===== src/rtl/ccip_mmio_csr_responder.sv =====
// ccip_mmio_csr_responder
//
// MMIO responder for an AFU's CSR space. Decodes host MMIO reads and writes
// from the c0 Rx channel and answers reads on c2 Tx with a fixed 2-cycle
// latency.
//
// Register map (64-bit word index = address[15:1]):
//   0                DFH_VALUE            RO
//   1                AFU_ID[63:0]         RO
//   2                AFU_ID[127:64]       RO
//   3                MMIO read count      RO (0 unless CCIP_MMIO_RD_COUNT_EN)
//   4..4+N_SCRATCH-1 scratch              RW
//   others           read 0, writes ignored
//
// Ports:
//   clk         CCI-P clock
//   reset       synchronous, active-high
//   c0Rx        c0 Rx channel (mmioRdValid/mmioWrValid, MMIO hdr view, data[63:0])
//   c2Tx        MMIO read response (mmioRdValid, hdr.tid, data)
//   scratch     scratch register values, scratch[0] in the LSBs
//   csr_wr_err  one-cycle pulse on an unsupported MMIO access
//
// Build option: define CCIP_MMIO_RD_COUNT_EN to make word 3 return the number
// of MMIO read responses issued so far.

package ccip_if_pkg;
  typedef logic [8:0]  t_ccip_tid;
  typedef logic [15:0] t_ccip_mmioAddr;
  typedef logic [63:0] t_ccip_mmioData;

  localparam logic [1:0] CCIP_MMIO_LEN_4B  = 2'd0;
  localparam logic [1:0] CCIP_MMIO_LEN_8B  = 2'd1;
  localparam logic [1:0] CCIP_MMIO_LEN_64B = 2'd2;

  localparam int CCIP_C0RX_HDR_WIDTH = 28;

  typedef struct packed {
    t_ccip_mmioAddr address;
    logic [1:0]     length;
    logic           rsvd;
    t_ccip_tid      tid;
  } t_ccip_c0_ReqMmioHdr;

  typedef struct packed {
    logic [CCIP_C0RX_HDR_WIDTH-1:0] hdr;
    logic [511:0]                   data;
    logic                           rspValid;
    logic                           mmioRdValid;
    logic                           mmioWrValid;
  } t_if_ccip_c0_Rx;

  typedef struct packed {
    t_ccip_tid tid;
  } t_ccip_c2_RspMmioHdr;

  typedef struct packed {
    t_ccip_c2_RspMmioHdr hdr;
    logic                mmioRdValid;
    t_ccip_mmioData      data;
  } t_if_ccip_c2_Tx;
endpackage

module ccip_mmio_csr_responder
  import ccip_if_pkg::*;
#(
  parameter logic [63:0]  DFH_VALUE = 64'h1000_0000_0000_0000,
  parameter logic [127:0] AFU_ID    = 128'h0,
  parameter int           N_SCRATCH = 4
) (
  input  logic                    clk,
  input  logic                    reset,
  input  t_if_ccip_c0_Rx          c0Rx,
  output t_if_ccip_c2_Tx          c2Tx,
  output logic [N_SCRATCH*64-1:0] scratch,
  output logic                    csr_wr_err
);

  localparam logic [14:0] IDX_DFH      = 15'd0;
  localparam logic [14:0] IDX_AFU_LO   = 15'd1;
  localparam logic [14:0] IDX_AFU_HI   = 15'd2;
  localparam logic [14:0] IDX_SCR_BASE = 15'd4;

  t_ccip_c0_ReqMmioHdr mmio_hdr;
  logic [14:0] req_idx;
  logic        req_hi;
  logic [1:0]  req_len;
  logic        wr_full, wr_half, wr_bad, rd_ok, rd_bad;

  logic [63:0] scratch_q [N_SCRATCH];
  logic [63:0] rd_sel;

  logic        s1_valid;
  t_ccip_tid   s1_tid;
  logic        s1_dword;
  logic        s1_hi;
  logic [63:0] s1_data;

  logic        rsp_valid_q;
  t_ccip_tid   rsp_tid_q;
  logic [63:0] rsp_data_q;
  logic [63:0] rsp_word;

  logic unused_rx;

  assign mmio_hdr  = t_ccip_c0_ReqMmioHdr'(c0Rx.hdr);
  assign unused_rx = &{1'b0, c0Rx.rspValid, c0Rx.data[511:64], mmio_hdr.rsvd};

  always_comb begin
    req_idx = mmio_hdr.address[15:1];
    req_hi  = mmio_hdr.address[0];
    req_len = mmio_hdr.length;
    wr_full = c0Rx.mmioWrValid && (req_len == CCIP_MMIO_LEN_8B) && !req_hi;
    wr_half = c0Rx.mmioWrValid && (req_len == CCIP_MMIO_LEN_4B);
    wr_bad  = c0Rx.mmioWrValid && !(wr_full || wr_half);
    rd_ok   = c0Rx.mmioRdValid &&
              ((req_len == CCIP_MMIO_LEN_4B) || (req_len == CCIP_MMIO_LEN_8B));
    rd_bad  = c0Rx.mmioRdValid && !rd_ok;
  end

  // The register value is captured in stage 1, in the request cycle, so a
  // read colliding with a write to the same word returns the pre-write value.
  always_comb begin
    rd_sel = '0;
    case (req_idx)
      IDX_DFH:    rd_sel = DFH_VALUE;
      IDX_AFU_LO: rd_sel = AFU_ID[63:0];
      IDX_AFU_HI: rd_sel = AFU_ID[127:64];
      default:    ;
    endcase
    for (int i = 0; i < N_SCRATCH; i++) begin
      if (req_idx == IDX_SCR_BASE + 15'(i)) rd_sel = scratch_q[i];
    end
  end

`ifdef CCIP_MMIO_RD_COUNT_EN
  localparam logic [14:0] IDX_RD_CNT = 15'd3;

  logic [63:0] rd_count;
  logic        s1_is_cnt;

  // Counts responses as they are loaded into c2Tx, so a count read sees every
  // response issued before its own.
  always_ff @(posedge clk) begin
    if (reset) begin
      rd_count  <= '0;
      s1_is_cnt <= 1'b0;
    end else begin
      if (s1_valid) rd_count <= rd_count + 64'd1;
      if (rd_ok) s1_is_cnt <= (req_idx == IDX_RD_CNT);
    end
  end

  assign rsp_word = s1_is_cnt ? rd_count : s1_data;
`else
  assign rsp_word = s1_data;
`endif

  always_ff @(posedge clk) begin
    if (reset) begin
      for (int i = 0; i < N_SCRATCH; i++) scratch_q[i] <= '0;
      s1_valid    <= 1'b0;
      s1_tid      <= '0;
      s1_dword    <= 1'b0;
      s1_hi       <= 1'b0;
      s1_data     <= '0;
      rsp_valid_q <= 1'b0;
      rsp_tid_q   <= '0;
      rsp_data_q  <= '0;
      csr_wr_err  <= 1'b0;
    end else begin
      for (int i = 0; i < N_SCRATCH; i++) begin
        if (req_idx == IDX_SCR_BASE + 15'(i)) begin
          if (wr_full)                scratch_q[i]        <= c0Rx.data[63:0];
          else if (wr_half && req_hi) scratch_q[i][63:32] <= c0Rx.data[31:0];
          else if (wr_half)           scratch_q[i][31:0]  <= c0Rx.data[31:0];
        end
      end

      s1_valid <= rd_ok;
      if (rd_ok) begin
        s1_tid   <= mmio_hdr.tid;
        s1_dword <= (req_len == CCIP_MMIO_LEN_4B);
        s1_hi    <= req_hi;
        s1_data  <= rd_sel;
      end

      // Data and tid only move with a response so they stay stable when idle.
      rsp_valid_q <= s1_valid;
      if (s1_valid) begin
        rsp_tid_q  <= s1_tid;
        rsp_data_q <= s1_dword ? {2{s1_hi ? rsp_word[63:32] : rsp_word[31:0]}} : rsp_word;
      end

      csr_wr_err <= wr_bad | rd_bad;
    end
  end

  always_comb begin
    scratch = '0;
    for (int i = 0; i < N_SCRATCH; i++) scratch[i*64 +: 64] = scratch_q[i];
  end

  always_comb begin
    c2Tx             = '0;
    c2Tx.mmioRdValid = rsp_valid_q;
    c2Tx.hdr.tid     = rsp_tid_q;
    c2Tx.data        = rsp_data_q;
  end

endmodule


===== config.mk =====
export PLATFORM = sky130hd
export DESIGN_NAME = ccip_mmio_csr_responder
export DESIGN_NICKNAME = d
export VERILOG_FILES = /design/src/rtl/ccip_mmio_csr_responder.sv
export SDC_FILE = /design/constraint.sdc
export NUM_CORES = 1
export LEC_CHECK = 0
export ABC_AREA = 1
export BUFFER_PORTS_ARGS = -buffer_cell sky130_fd_sc_hd__buf_2
export CORE_AREA = 8 8 334 336
export DETAILED_ROUTE_END_ITERATION = 8
export DIE_AREA = 0 0 342 344
export SYNTH_ARGS = -nofsm -noshare
export SYNTH_HDL_FRONTEND = slang
export SYNTH_SLANG_ARGS = --single-unit

===== constraint.sdc =====
create_clock -name clk -period 5 [get_ports clk]
set_input_delay 0.25 -clock clk [delete_from_list [all_inputs] [get_ports clk]]
set_output_delay 0.25 -clock clk [all_outputs]
set_load 0.02 [all_outputs]

After elaboration in Yosys (flattened, before gate mapping) --
Memory sizes are Yosys's and may differ from the RTL's. Index checks and enable logic that the tools add are counted.
Operators by class: bitwise gates (word level) 13, muxes and demuxes 63, reductions and logical operators 14, eq/ne operators 5
Operator list (count):
- $mux W64 | 9
- $mux W32 | 9
- $mux W61 | 1
- $eq A15 B3 Y1 const B | 4
- $mux W1 | 44
- $logic_not A15 Y1 | 1
- $or A1 B1 Y1 | 13
- $logic_and A1 B1 Y1 | 7
- $logic_not A1 Y1 | 3
- $eq A2 B1 Y1 const B | 1
- $logic_not A2 Y1 | 1
- $logic_or A1 B1 Y1 | 2
Word-level totals: bits in writable memories 256, memories kept 1, bits of input ports 545, output and inout bits 331, register bits after elaboration 151, word-level logic and storage cells 105
Memories:
- scratch_q | depth 4, width 64, read ports 4, clocked after Yosys merged registers in 0, write ports 4, line 89 | logic [63:0] scratch_q [N_SCRATCH];

Depth between registers and ports, before layout --
depth in word-level cells 9, gate-level depth with buffers 10, depth with buffers taken out 8

Least setup slack after synthesis --
Ideal clock, no wire load.
kind in2reg, from in reset, to mem scratch_q[1][32] (enable), cell stages on the path 6, buffers on the path 1, arrival time 3.157 ns, slack 1.378 ns, path through buf_2 inv_2 nand4_1 nand2_1 inv_2 o21ai_0
RTL lines:
- start: declaration | line 71 | input logic reset,
- end: declaration | line 89

==> flow_metrics.py <==
metrics = {
    "detailed_routing": {
        "routed_via_density": 4.55,
        "dr_total_vias": 17200,
        "drc_errors": 0,
        "ant_nets": 0,
        "drtIter0Drc": 1702,
        "routed_wl_um": 99100,
        "drtPass1Iterations": 5,
        "wl_per_cell_um": 26.2,
    },
    "critical_path": {
        "crit_arrival_ns": 3.80,
        "cp-end-kind": "flop",
        "required_ns": 5.40,
        "critPathMaxStageDelay_ns": 0.92,
        "critPathKind": "primary input to flop",
        "rrSetupSlack_ns": 3.09,
        "slowest_stage": "nand3_2",
        "reg2regPathDepth": 3,
        "crit_family": "simple AND/OR/NAND/NOR gates",
        "cp_max_fo": 32,
        "startpoint_type": "primary input",
        "reg2reg_from": "s1_valid",
        "r2r-end": "rsp_data_q[51]",
        "path_cells": "dlygate4sd3_1, buf_2, nor2_1, nand2_1, inv_2, nand3_2, inv_1, nand3_2, a211oi_1",
        "crit_top_cell": "nand3_2",
        "path_buf_inv": 4,
    },
    "job": {
        "drv_cap": 0,
    },
    "logic_synthesis": {
        "synth-main-ff-cell": "edfxtp_1",
        "synth_cells": 1936,
        "postSynthAreaPerCell_um2": 9.36,
        "synth_top_area_share_pct": 42.4,
        "yosysSeqAreaShare_pct": 59.1,
        "synth_top_area_cell": "edfxtp_1",
        "yosysWarnings": 0,
        "async_flop_share_pct": 0,
        "yosysMostFrequentCell": "nand3_1",
        "synth_area_leaders": "edfxtp_1 42%, dfxtp_1 17%, nand3_1 8.0%, nor2_1 5.8%, a21oi_1 5.4%",
        "synth_edf_count": 256,
        "ys_ff_latch": 407,
        "syn_nets": 2481,
        "synth_cell_types": 26,
        "syn-cell-area_um2": 18100,
        "synth_common_cells": "291 x nand3_1, 279 x nor2_1, 256 x edfxtp_1",
    },
    "global_route": {
        "grt_pass1_wl_um": 134000,
        "grt_pass1_vias": 16400,
        "antenna_found_initial": 9,
        "grt_use_total_pct": 16.1,
        "grt_max_degree": 187,
        "grt_overflow_total": 0,
    },
    "timing": {
        "setup_viol": 0,
        "post-route-period-util_pct": 68.0,
        "tightest_slew_ns": 1.28,
        "period_needed_ns": 3.40,
        "skew_ns": 0.0258,
        "tns_ns": 0,
        "drv_slew": 0,
        "maxSlewHeadroom_pct": 14.3,
        "finalHoldViolations": 0,
        "rsz0062_at_grt": "no",
        "layout_setup_ws_ns": 1.60,
        "holdWs_ns": 0.0527,
        "max_clock_freq_mhz": 294,
    },
    "clocking": {
        "cts_tree": "yes",
        "insertion_delay_ns": 0.62,
        "path_clk_slew_ns": 0.06,
        "cts_sinks": 407,
        "post_cts_resize_count": 0,
        "cts.htree.levels": 2,
        "clk_path_buf_depth": 3,
        "numCtsBuffers": 49,
        "clock_tree.root_cell": "clkbuf_16",
    },
    "worst_hold_path": {
        "hold_class": "primary input to flop",
        "min_from": "c0Rx[9]",
        "hold-path-endpoint": "scratch_q[3][6]",
        "whs_path_depth": 3,
    },
    "place": {
        "dp_slack_ns": 1.65,
        "io_buffers": 425,
        "gp_congestion": 0.846,
        "dp_hpwl_um": 73600,
    },
    "final_layout": {
        "layout.nets": 2881,
        "drive_gt1_share_pct": 24.4,
        "syn2layout_area_growth_pct": 32.2,
        "nFillCells": 11700,
    },
    "floorplan": {
        "coreArea_um2": 106000,
        "die_y_um": 344,
        "rows": 120,
        "pin_count": 876,
        "initial_core_util_pct": 17.0,
        "die_w_um": 342,
        "dieArea_um2": 118000,
    },
    "outcome": {
        "status": "finished clean",
    },
    "pwr": {
        "p_comb_share_pct": 9.5,
        "intPower_mw": 6.12,
        "seqPwrFrac_pct": 45.2,
        "leakage_nw": 9.49,
        "powerDensity_nw_per_um2": 351,
        "switching_share_pct": 27.1,
        "p_clk_share_pct": 45.2,
        "peakVddDrop_mv": 0.241,
        "power_switching_mw": 2.28,
    },
}
## per-layer routing
metal	global-route usage (%)	share of wire (%)	vias up
li1	-	-	7681
met1	23.5	47	8494
met2	20.9	37	956
met3	8.18	15	94
met4	2.67	1.5	6
met5	0	0.038	-
## power groups by stage
stage                     combinational (mW)  sequential [mW]  clock, mW
final                                  0.801             3.80       3.79
after CTS                              0.804             3.80       3.87
after global placement                 0.769             3.86          0
after global routing                   0.853             3.81       3.99
after detailed placement               0.769             3.87          0
after floorplan                        0.179             4.02          0
## worst register-to-register path, stage by stage (launching register included)
cell and delay (ns):
dfxtp_2 0.33, clkinv_2 0.85, a21oi_1 0.49, a21oi_1 0.11
## cell families after synthesis
kind of cell | after synthesis | share of synthesized area (%)
buffers and inverters | 279 | 6.39
and+or+nand+nor | 807 | 20.0
DFF | 407 | 59.1
AOI/OAI and AO/OA | 443 | 14.5
## sequential cells by signal, indices dropped and copies added (netlist names)
name	count
s1_tid	9
rsp_data_q	64
s1_hi	1
rsp_tid_q	9
s1_dword	1
rsp_valid_q	1
scratch_q	256
s1_valid	1
rsp_word	64
csr_wr_err	1
## cells in the final DEF, fill, tap and decap left out, types with 5 or more instances in the layout
master         synthesis  layout
nor2_1               279     276
buf_2                 67     424
dfxtp_1              151     149
o21ai_1               30      30
clkbuf_1              74       9
nand4_1               69      69
clkinv_1               1       6
nand2_1              153     142
bufinv_16              0       5
edfxtp_1             256     256
nor2_4                 2      11
clkinv_2               0      10
a21oi_1              195     194
diode_2                0       7
inv_2                  7       5
a211oi_1              32      32
dlygate4sd3_1          0      51
nand2_2                1      11
buf_4                  7      32
clkbuf_8               0       5
clkbuf_16              0      51
inv_1                109     107
o211a_1               64      64
nand3_1              291     291
o21ai_0              120     117
## final cells by class
type,count,area (um^2),share of cell area [%]
tap,1403,1760,7.33
antenna,7,17.5,0.0732
clock buffer,65,1380,5.76
timing repair buffer,511,2950,12.3
sequential,407,10700,44.7
multi-input combinational,1250,6380,26.7
clock inverter,27,300,1.25
inverter,117,445,1.86
## worst max-delay path by stage
stage               slack, ns               end      start  depth (start not counted)
floorplan                1.38  scratch_q[1][32]      reset                          6
global placement         1.77  scratch_q[0][45]  c0Rx[526]                          8
detailed placement       1.65  scratch_q[0][45]  c0Rx[526]                          8
CTS                      1.74  scratch_q[0][45]  c0Rx[526]                          9
global route             1.61  scratch_q[0][52]  c0Rx[526]                          9
finish                   1.60  scratch_q[0][45]  c0Rx[526]                          9
## stage by stage
stage | cell area [um^2] | total power, mW | std cells | util, %
after floorplan | 18100 | 4.20 | 1936 | -
after global placement | 21700 | 4.63 | 3637 | 20.4
after detailed placement | 21700 | 4.64 | 3637 | 20.4
after CTS | 23900 | 8.47 | 3780 | 22.5
after global routing | 23900 | 8.65 | 3781 | 22.5
final | 23900 | 8.39 | 3787 | 22.5
## what timing repair did
item,in CTS,in global routing
hold endpoints to repair,153,0
hold buffers,51,0
setup buffers,0,0
No activity file was read; power rests on OpenSTA's default activity.
